$ cat config.mk
export PLATFORM = sky130hd
export DESIGN_NAME = ov7670_sccb_config_flat
export DESIGN_NICKNAME = d
export VERILOG_FILES = /design/src/rtl/ov7670_sccb_config_if.sv /design/src/rtl/ov7670_sccb_config.sv /design/src/flat_wrapper.sv
export SDC_FILE = /design/constraint.sdc
export NUM_CORES = 1
export LEC_CHECK = 0
export CAP_MARGIN = 20
export CORE_MARGIN = 3
export CORE_UTILIZATION = 50
export DETAILED_ROUTE_END_ITERATION = 8
export GPL_TIMING_DRIVEN = 1
export PLACE_DENSITY_LB_ADDON = 0.15
export SKIP_CTS_REPAIR_TIMING = 1
export SLEW_MARGIN = 10
export SYNTH_ARGS = -nofsm -noshare
export SYNTH_HDL_FRONTEND = slang
export SYNTH_SLANG_ARGS = --single-unit
$ cat constraint.sdc
create_clock -name axi_clk -period 1.95 [get_ports axi_clk]
set_input_delay 0.39 -clock axi_clk [delete_from_list [all_inputs] [get_ports axi_clk]]
set_output_delay 0.39 -clock axi_clk [all_outputs]
set_load 0.01 [all_outputs]
$ cat src/rtl/ov7670_sccb_config_if.sv
// ov7670_sccb_config_if: configurator bundle (start/busy/done/nack, table ROM address/data, SIOC/SIOD pins); master = configurator
interface ov7670_sccb_config_if #(parameter int ROM_AW = 8);
  logic start, busy, done, nack;
  logic [ROM_AW-1:0] nack_addr, rom_addr;
  logic [15:0] rom_data;
  logic sioc, siod_o, siod_oe, siod_i;
  modport master (
    input start, rom_data, siod_i,
    output busy, done, nack, nack_addr, rom_addr, sioc, siod_o, siod_oe
  );
  modport slave (
    output start, rom_data, siod_i,
    input busy, done, nack, nack_addr, rom_addr, sioc, siod_o, siod_oe
  );
endinterface

$ cat src/rtl/ov7670_sccb_config.sv
// ov7670_sccb_config: SCCB write master walking a {reg,val} ROM table into the OV7670; ports axi_clk, aresetn (sync, low), bus (control/status, ROM, SIOC/SIOD)
module ov7670_sccb_config #(
  parameter int CLK_FREQ_HZ = 100_000_000,
  parameter int SCCB_FREQ_HZ = 100_000,
  parameter logic [7:0] DEV_ID = 8'h42,
  parameter int ROM_AW = 8
) (
  input logic axi_clk,
  input logic aresetn,
  ov7670_sccb_config_if.master bus
);
  localparam int QTR = CLK_FREQ_HZ / (4 * SCCB_FREQ_HZ);
  localparam int MS = CLK_FREQ_HZ / 1000;
  localparam int QW = $clog2(QTR);
  localparam int MW = $clog2(MS);
  typedef enum logic [2:0] {IDLE, FETCH, DECODE, START_C, BITS, STOP, DELAY, DONE} state_t;
  state_t state_q, state_d;
  logic [QW-1:0] qcnt_q, qcnt_d;
  logic [1:0] quar_q, quar_d;
  logic [4:0] bit_q, bit_d;
  logic [26:0] frame_q, frame_d;
  logic [7:0] ms_q, ms_d;
  logic [MW-1:0] cyc_q, cyc_d;
  logic [ROM_AW-1:0] addr_q, addr_d, naddr_q, naddr_d;
  logic busy_q, busy_d, done_q, done_d, nack_q, nack_d;
  logic [1:0] sync_q;
  logic qend, bend, xbit, last, cyc_end, sioc_c, oe_c;
  assign qend = qcnt_q == QW'(QTR - 1);
  assign bend = qend && quar_q == 2'd3;
  assign xbit = bit_q == 5'd8 || bit_q == 5'd17 || bit_q == 5'd26;
  assign last = &addr_q;
  assign cyc_end = cyc_q == MW'(MS - 1);
  always_ff @(posedge axi_clk) begin
    if (!aresetn) begin
      state_q <= IDLE;
      qcnt_q <= '0;
      quar_q <= '0;
      bit_q <= '0;
      frame_q <= '0;
      ms_q <= '0;
      cyc_q <= '0;
      addr_q <= '0;
      naddr_q <= '0;
      busy_q <= 1'b0;
      done_q <= 1'b0;
      nack_q <= 1'b0;
      sync_q <= 2'b11;
    end else begin
      state_q <= state_d;
      qcnt_q <= qcnt_d;
      quar_q <= quar_d;
      bit_q <= bit_d;
      frame_q <= frame_d;
      ms_q <= ms_d;
      cyc_q <= cyc_d;
      addr_q <= addr_d;
      naddr_q <= naddr_d;
      busy_q <= busy_d;
      done_q <= done_d;
      nack_q <= nack_d;
      sync_q <= {sync_q[0], bus.siod_i};
    end
  end
  // frame_q holds the 27 bus bits MSB first with 1s in the 9th-bit slots, so a 1 means "release SIOD"
  always_comb begin
    state_d = state_q;
    qcnt_d = qend ? '0 : qcnt_q + 1'b1;
    quar_d = qend ? quar_q + 2'd1 : quar_q;
    bit_d = bit_q;
    frame_d = frame_q;
    ms_d = ms_q;
    cyc_d = cyc_q;
    addr_d = addr_q;
    naddr_d = naddr_q;
    busy_d = busy_q;
    done_d = done_q;
    nack_d = nack_q;
    case (state_q)
      IDLE: if (bus.start) begin
        state_d = FETCH;
        addr_d = '0;
        busy_d = 1'b1;
        done_d = 1'b0;
        nack_d = 1'b0;
      end
      FETCH: state_d = DECODE;
      DECODE: begin
        qcnt_d = '0;
        quar_d = '0;
        bit_d = '0;
        cyc_d = '0;
        ms_d = bus.rom_data[7:0];
        frame_d = {DEV_ID, 1'b1, bus.rom_data[15:8], 1'b1, bus.rom_data[7:0], 1'b1};
        state_d = &bus.rom_data ? DONE : bus.rom_data[15:8] == 8'hF0 ? DELAY : START_C;
      end
      START_C: if (bend) state_d = BITS;
      BITS: begin
        if (xbit && quar_q == 2'd2 && qend && sync_q[1] && !nack_q) begin
          nack_d = 1'b1;
          naddr_d = addr_q;
        end
        if (bend) begin
          bit_d = bit_q + 5'd1;
          frame_d = frame_q << 1;
          if (bit_q == 5'd26) state_d = STOP;
        end
      end
      STOP: if (bend) begin
        state_d = last ? DONE : FETCH;
        addr_d = last ? addr_q : addr_q + 1'b1;
      end
      DELAY: begin
        cyc_d = cyc_end ? '0 : cyc_q + 1'b1;
        ms_d = cyc_end ? ms_q - 8'd1 : ms_q;
        if (ms_q == 8'd0 || (ms_q == 8'd1 && cyc_end)) begin
          state_d = last ? DONE : FETCH;
          addr_d = last ? addr_q : addr_q + 1'b1;
        end
      end
      DONE: state_d = IDLE;
    endcase
    // status flips together with entering DONE so busy=0 already in the DONE cycle
    if (state_d == DONE) begin
      busy_d = 1'b0;
      done_d = 1'b1;
    end
  end
  always_comb begin
    sioc_c = state_q == BITS ? quar_q[1] : state_q == STOP ? |quar_q : 1'b1;
    oe_c = state_q == START_C ? quar_q[1] : state_q == BITS ? ~frame_q[26] : state_q == STOP ? ~quar_q[1] : 1'b0;
  end
  assign bus.busy = busy_q;
  assign bus.done = done_q;
  assign bus.nack = nack_q;
  assign bus.nack_addr = naddr_q;
  assign bus.rom_addr = addr_q;
  assign bus.sioc = sioc_c;
  assign bus.siod_o = 1'b0;
  assign bus.siod_oe = oe_c;
endmodule

$ cat src/flat_wrapper.sv
// flat-port wrapper written by rule: the top's interface ports become plain ports
module ov7670_sccb_config_flat 
#(
  parameter int CLK_FREQ_HZ = 100_000_000,
  parameter int SCCB_FREQ_HZ = 100_000,
  parameter logic [7:0] DEV_ID = 8'h42,
  parameter int ROM_AW = 8
)
  (axi_clk, aresetn, bus_start, bus_rom_data, bus_siod_i, bus_busy, bus_done, bus_nack, bus_nack_addr, bus_rom_addr, bus_sioc, bus_siod_o, bus_siod_oe);
  ov7670_sccb_config_if #(.ROM_AW(ROM_AW)) bus_i ();
  input logic axi_clk;
  input logic aresetn;
  input wire logic [$bits(bus_i.start)-1:0] bus_start;
  input wire logic [$bits(bus_i.rom_data)-1:0] bus_rom_data;
  input wire logic [$bits(bus_i.siod_i)-1:0] bus_siod_i;
  output wire logic [$bits(bus_i.busy)-1:0] bus_busy;
  output wire logic [$bits(bus_i.done)-1:0] bus_done;
  output wire logic [$bits(bus_i.nack)-1:0] bus_nack;
  output wire logic [$bits(bus_i.nack_addr)-1:0] bus_nack_addr;
  output wire logic [$bits(bus_i.rom_addr)-1:0] bus_rom_addr;
  output wire logic [$bits(bus_i.sioc)-1:0] bus_sioc;
  output wire logic [$bits(bus_i.siod_o)-1:0] bus_siod_o;
  output wire logic [$bits(bus_i.siod_oe)-1:0] bus_siod_oe;
  assign bus_i.start = bus_start;
  assign bus_i.rom_data = bus_rom_data;
  assign bus_i.siod_i = bus_siod_i;
  assign bus_busy = bus_i.busy;
  assign bus_done = bus_i.done;
  assign bus_nack = bus_i.nack;
  assign bus_nack_addr = bus_i.nack_addr;
  assign bus_rom_addr = bus_i.rom_addr;
  assign bus_sioc = bus_i.sioc;
  assign bus_siod_o = bus_i.siod_o;
  assign bus_siod_oe = bus_i.siod_oe;
  ov7670_sccb_config #(.CLK_FREQ_HZ(CLK_FREQ_HZ), .SCCB_FREQ_HZ(SCCB_FREQ_HZ), .DEV_ID(DEV_ID), .ROM_AW(ROM_AW)) u_core (.axi_clk(axi_clk), .aresetn(aresetn), .bus(bus_i));
endmodule
==> flow_metrics.py <==
metrics = {
    "run_status": {
        "status": "finished, violations left",
        "violations": "setup timing",
    },
    "floorplan": {
        "chipHeight_um": 102,
        "dieArea_um2": 10400,
        "start_util": 0.521,
        "rows": 34,
        "pin_count": 42,
        "die_width_um": 102,
        "core_area_um2": 8810,
    },
    "final_layout": {
        "stdcell_area_um2": 6460,
        "utilization": 0.733,
        "final_common_cell": "buf_4",
        "drive_gt1_frac": 0.294,
        "antenna_cells": 0,
        "fillCellCount": 678,
        "nets": 711,
        "area_growth_pct": 40.8,
        "final_cell_mix": "91 x buf_4, 84 x dfxtp_1, 71 x nand2_1",
    },
    "route": {
        "via_count": 4406,
        "wl_um": 12000,
        "antenna_left": 0,
        "route.detailed.drc": 0,
        "vias_per_cell": 5.57,
        "dr.first_iter.drc_count": 302,
        "wl_per_cell_um": 15.1,
        "drt_first_pass_iters": 4,
    },
    "grt": {
        "grt_pass1_vias": 3984,
        "grt_pass1_wl_um": 17900,
        "grt_overflow": 0,
        "antenna_found_initial": 0,
        "grt_max_degree": 38,
        "grt_use_total": 0.215,
    },
    "timing": {
        "final_hold_viol_count": 0,
        "fin_setup_tns_ns": -0.0615,
        "fmax_ghz": 0.497,
        "slew_violations": 0,
        "fin_crit_ns": 2.01,
        "setup_viol": 1,
        "fin_skew_ns": 0.0100,
        "rsz0062_at_grt": "true",
        "worst_slack_ns": -0.0615,
        "fin_crit_sh": 1.03,
    },
    "logic_synthesis": {
        "ys_async_sr_fraction": 0,
        "synth_ff_type": "dfxtp_1",
        "avgSynthCellArea_um2": 8.32,
        "syn_nets": 584,
        "synthCells": 551,
        "seq_area_frac_synth": 0.397,
        "synth_area_leader_cell": "dfxtp_1",
        "ys_seq_elements": 91,
        "synth.distinct_cells": 63,
        "ys_top_cells_by_area": "dfxtp_1 40%, nand2_1 6.0%, nor2_1 4.5%",
        "syn_area_um2": 4590,
        "synth_edf_count": 0,
        "synth.top_cell.area_share": 0.397,
        "yosysWarnings": 0,
    },
    "clock_network": {
        "cts_buffer_depth": 2,
        "cts_root_buf": "clkbuf_8",
        "cts_max_level": 3,
        "cts-buffers-inserted": 9,
        "clk_pin_slew_ns": 0.09,
        "cts_tree": "built",
        "clock_latency_ns": 0.37,
        "cts.sinks": 91,
    },
    "run": {
        "maxCapViolations": 0,
    },
    "placement": {
        "place_area_um2": 5740,
        "place.gp.congestion": 0.859,
        "numPortBuffers": 40,
        "dp_hpwl_um": 8020,
    },
    "setup_path": {
        "crit_path_end_kind": "flip-flop",
        "cp.arrival_ns": 2.28,
        "start_kind": "flip-flop",
        "cp_data_required_time_ns": 2.22,
        "criticalPathCategory": "flip-flop to flip-flop",
        "crit_path_max_fanout": 3,
    },
    "power_and_ir_drop": {
        "p_leak_uw": 0.00274,
        "pwr_density_cell_nw_per_um2": 557,
        "peakVddDrop_mv": 0.375,
    },
    "hold_path": {
        "holdCritPathClass": "input pin to flip-flop",
    },
}
[area by class of cell]
| type | instances | area, µm² | area share |
|---|---|---|---|
| timing repair buffer | 149 | 1400 | 0.216 |
| sequential | 91 | 1830 | 0.284 |
| multi-input combinational | 416 | 2880 | 0.445 |
| inverter | 11 | 41.3 | 0.00639 |
| clock inverter | 7 | 52.6 | 0.00814 |
| clock buffer | 9 | 124 | 0.0192 |
| tap | 108 | 135 | 0.0209 |
[cell families (layout without fill, tap and decap cells)]
family                     count (synthesis)  count (layout)  share of synthesized area
other                                      1               1                   0.000818
DFF                                       91              91                      0.397
muxes                                     10              10                     0.0221
xor gates and xnor gates                  22              22                     0.0420
adders and majority gates                 13              13                     0.0355
buffers and inverters                     44             176                     0.0409
AOI/OAI and AO/OA                        102             102                      0.163
and+or+nand+nor                          268             268                      0.299
[sequential cells by signal, indices dropped and copies added (netlist names)]
signal	flops
u_core.sync_q	2
u_core.ms_q	8
u_core.bus.busy	1
u_core.frame_q	27
u_core.qcnt_q	8
u_core.state_q	3
u_core.bus.nack_addr	8
u_core.cyc_q	17
u_core.bit_q	5
u_core.bus.rom_addr	8
u_core.bus.nack	1
u_core.quar_q	2
u_core.bus.done	1
[through the flow]
stage / setup WS (ns) / power (µW) / std cells / hold WS (ns)
6_report: -0.0615 / 3600 / 791 / 0.370
3_5_place_dp: -0.411 / 2360 / 758 / 0.427
5_1_grt: -0.199 / 3750 / 791 / 0.380
3_3_place_gp: -0.383 / 2350 / 758 / 0.420
4_1_cts: -0.375 / 3540 / 774 / 0.353
2_1_floorplan: -0.0122 / 2170 / 551 / 0.386
[final timing paths]
check	cells after the start	endpoint	from	slack (ns)
max	7	u_core.bus.busy	u_core.ms_q[7]	-0.06
min	2	u_core.sync_q[0]	aresetn	0.37
max reg2reg	7	u_core.bus.busy	u_core.ms_q[7]	-0.06
min reg2reg	1	u_core.sync_q[1]	u_core.sync_q[0]	0.45
[worst max-delay path, stage by stage, from the launching register on]
cell and delay [ns]:
dfxtp_1 0.36, nor4_2 0.39, nand3_1 0.26, buf_4 0.21, o21a_1 0.18, nor2_2 0.16
o211ai_1 0.14, and3_1 0.21
[power by group]
group          total (µW)  internal, µW  switching (µW)
sequential           1930          1900            30.9
combinational         467           253             214
clock                1200           472             725
[cells in the mapped netlist, types with 13 or more instances]
cell type / n
nor2_1: 55
ha_1: 13
nand3_1: 34
clkbuf_1: 19
dfxtp_1: 91
nand2_1: 73
nor2b_1: 18
o211a_1: 17
nand4_1: 14
o21ai_0: 17
a21oi_1: 18
nor3_1: 14
[layer usage]
| metal | up-vias | wire, µm | global-route usage | part of all wire |
|---|---|---|---|---|
| met3 | 17 | 411 | 0.0255 | 0.034 |
| met1 | 2110 | 5200 | 0.277 | 0.43 |
| li1 | 2194 | - | - | - |
| met5 | - | 0 | 0 | 0 |
| met2 | 85 | 6160 | 0.362 | 0.51 |
| met4 | 0 | 198 | 0.0930 | 0.017 |
(Power assumes the default switching activity.)
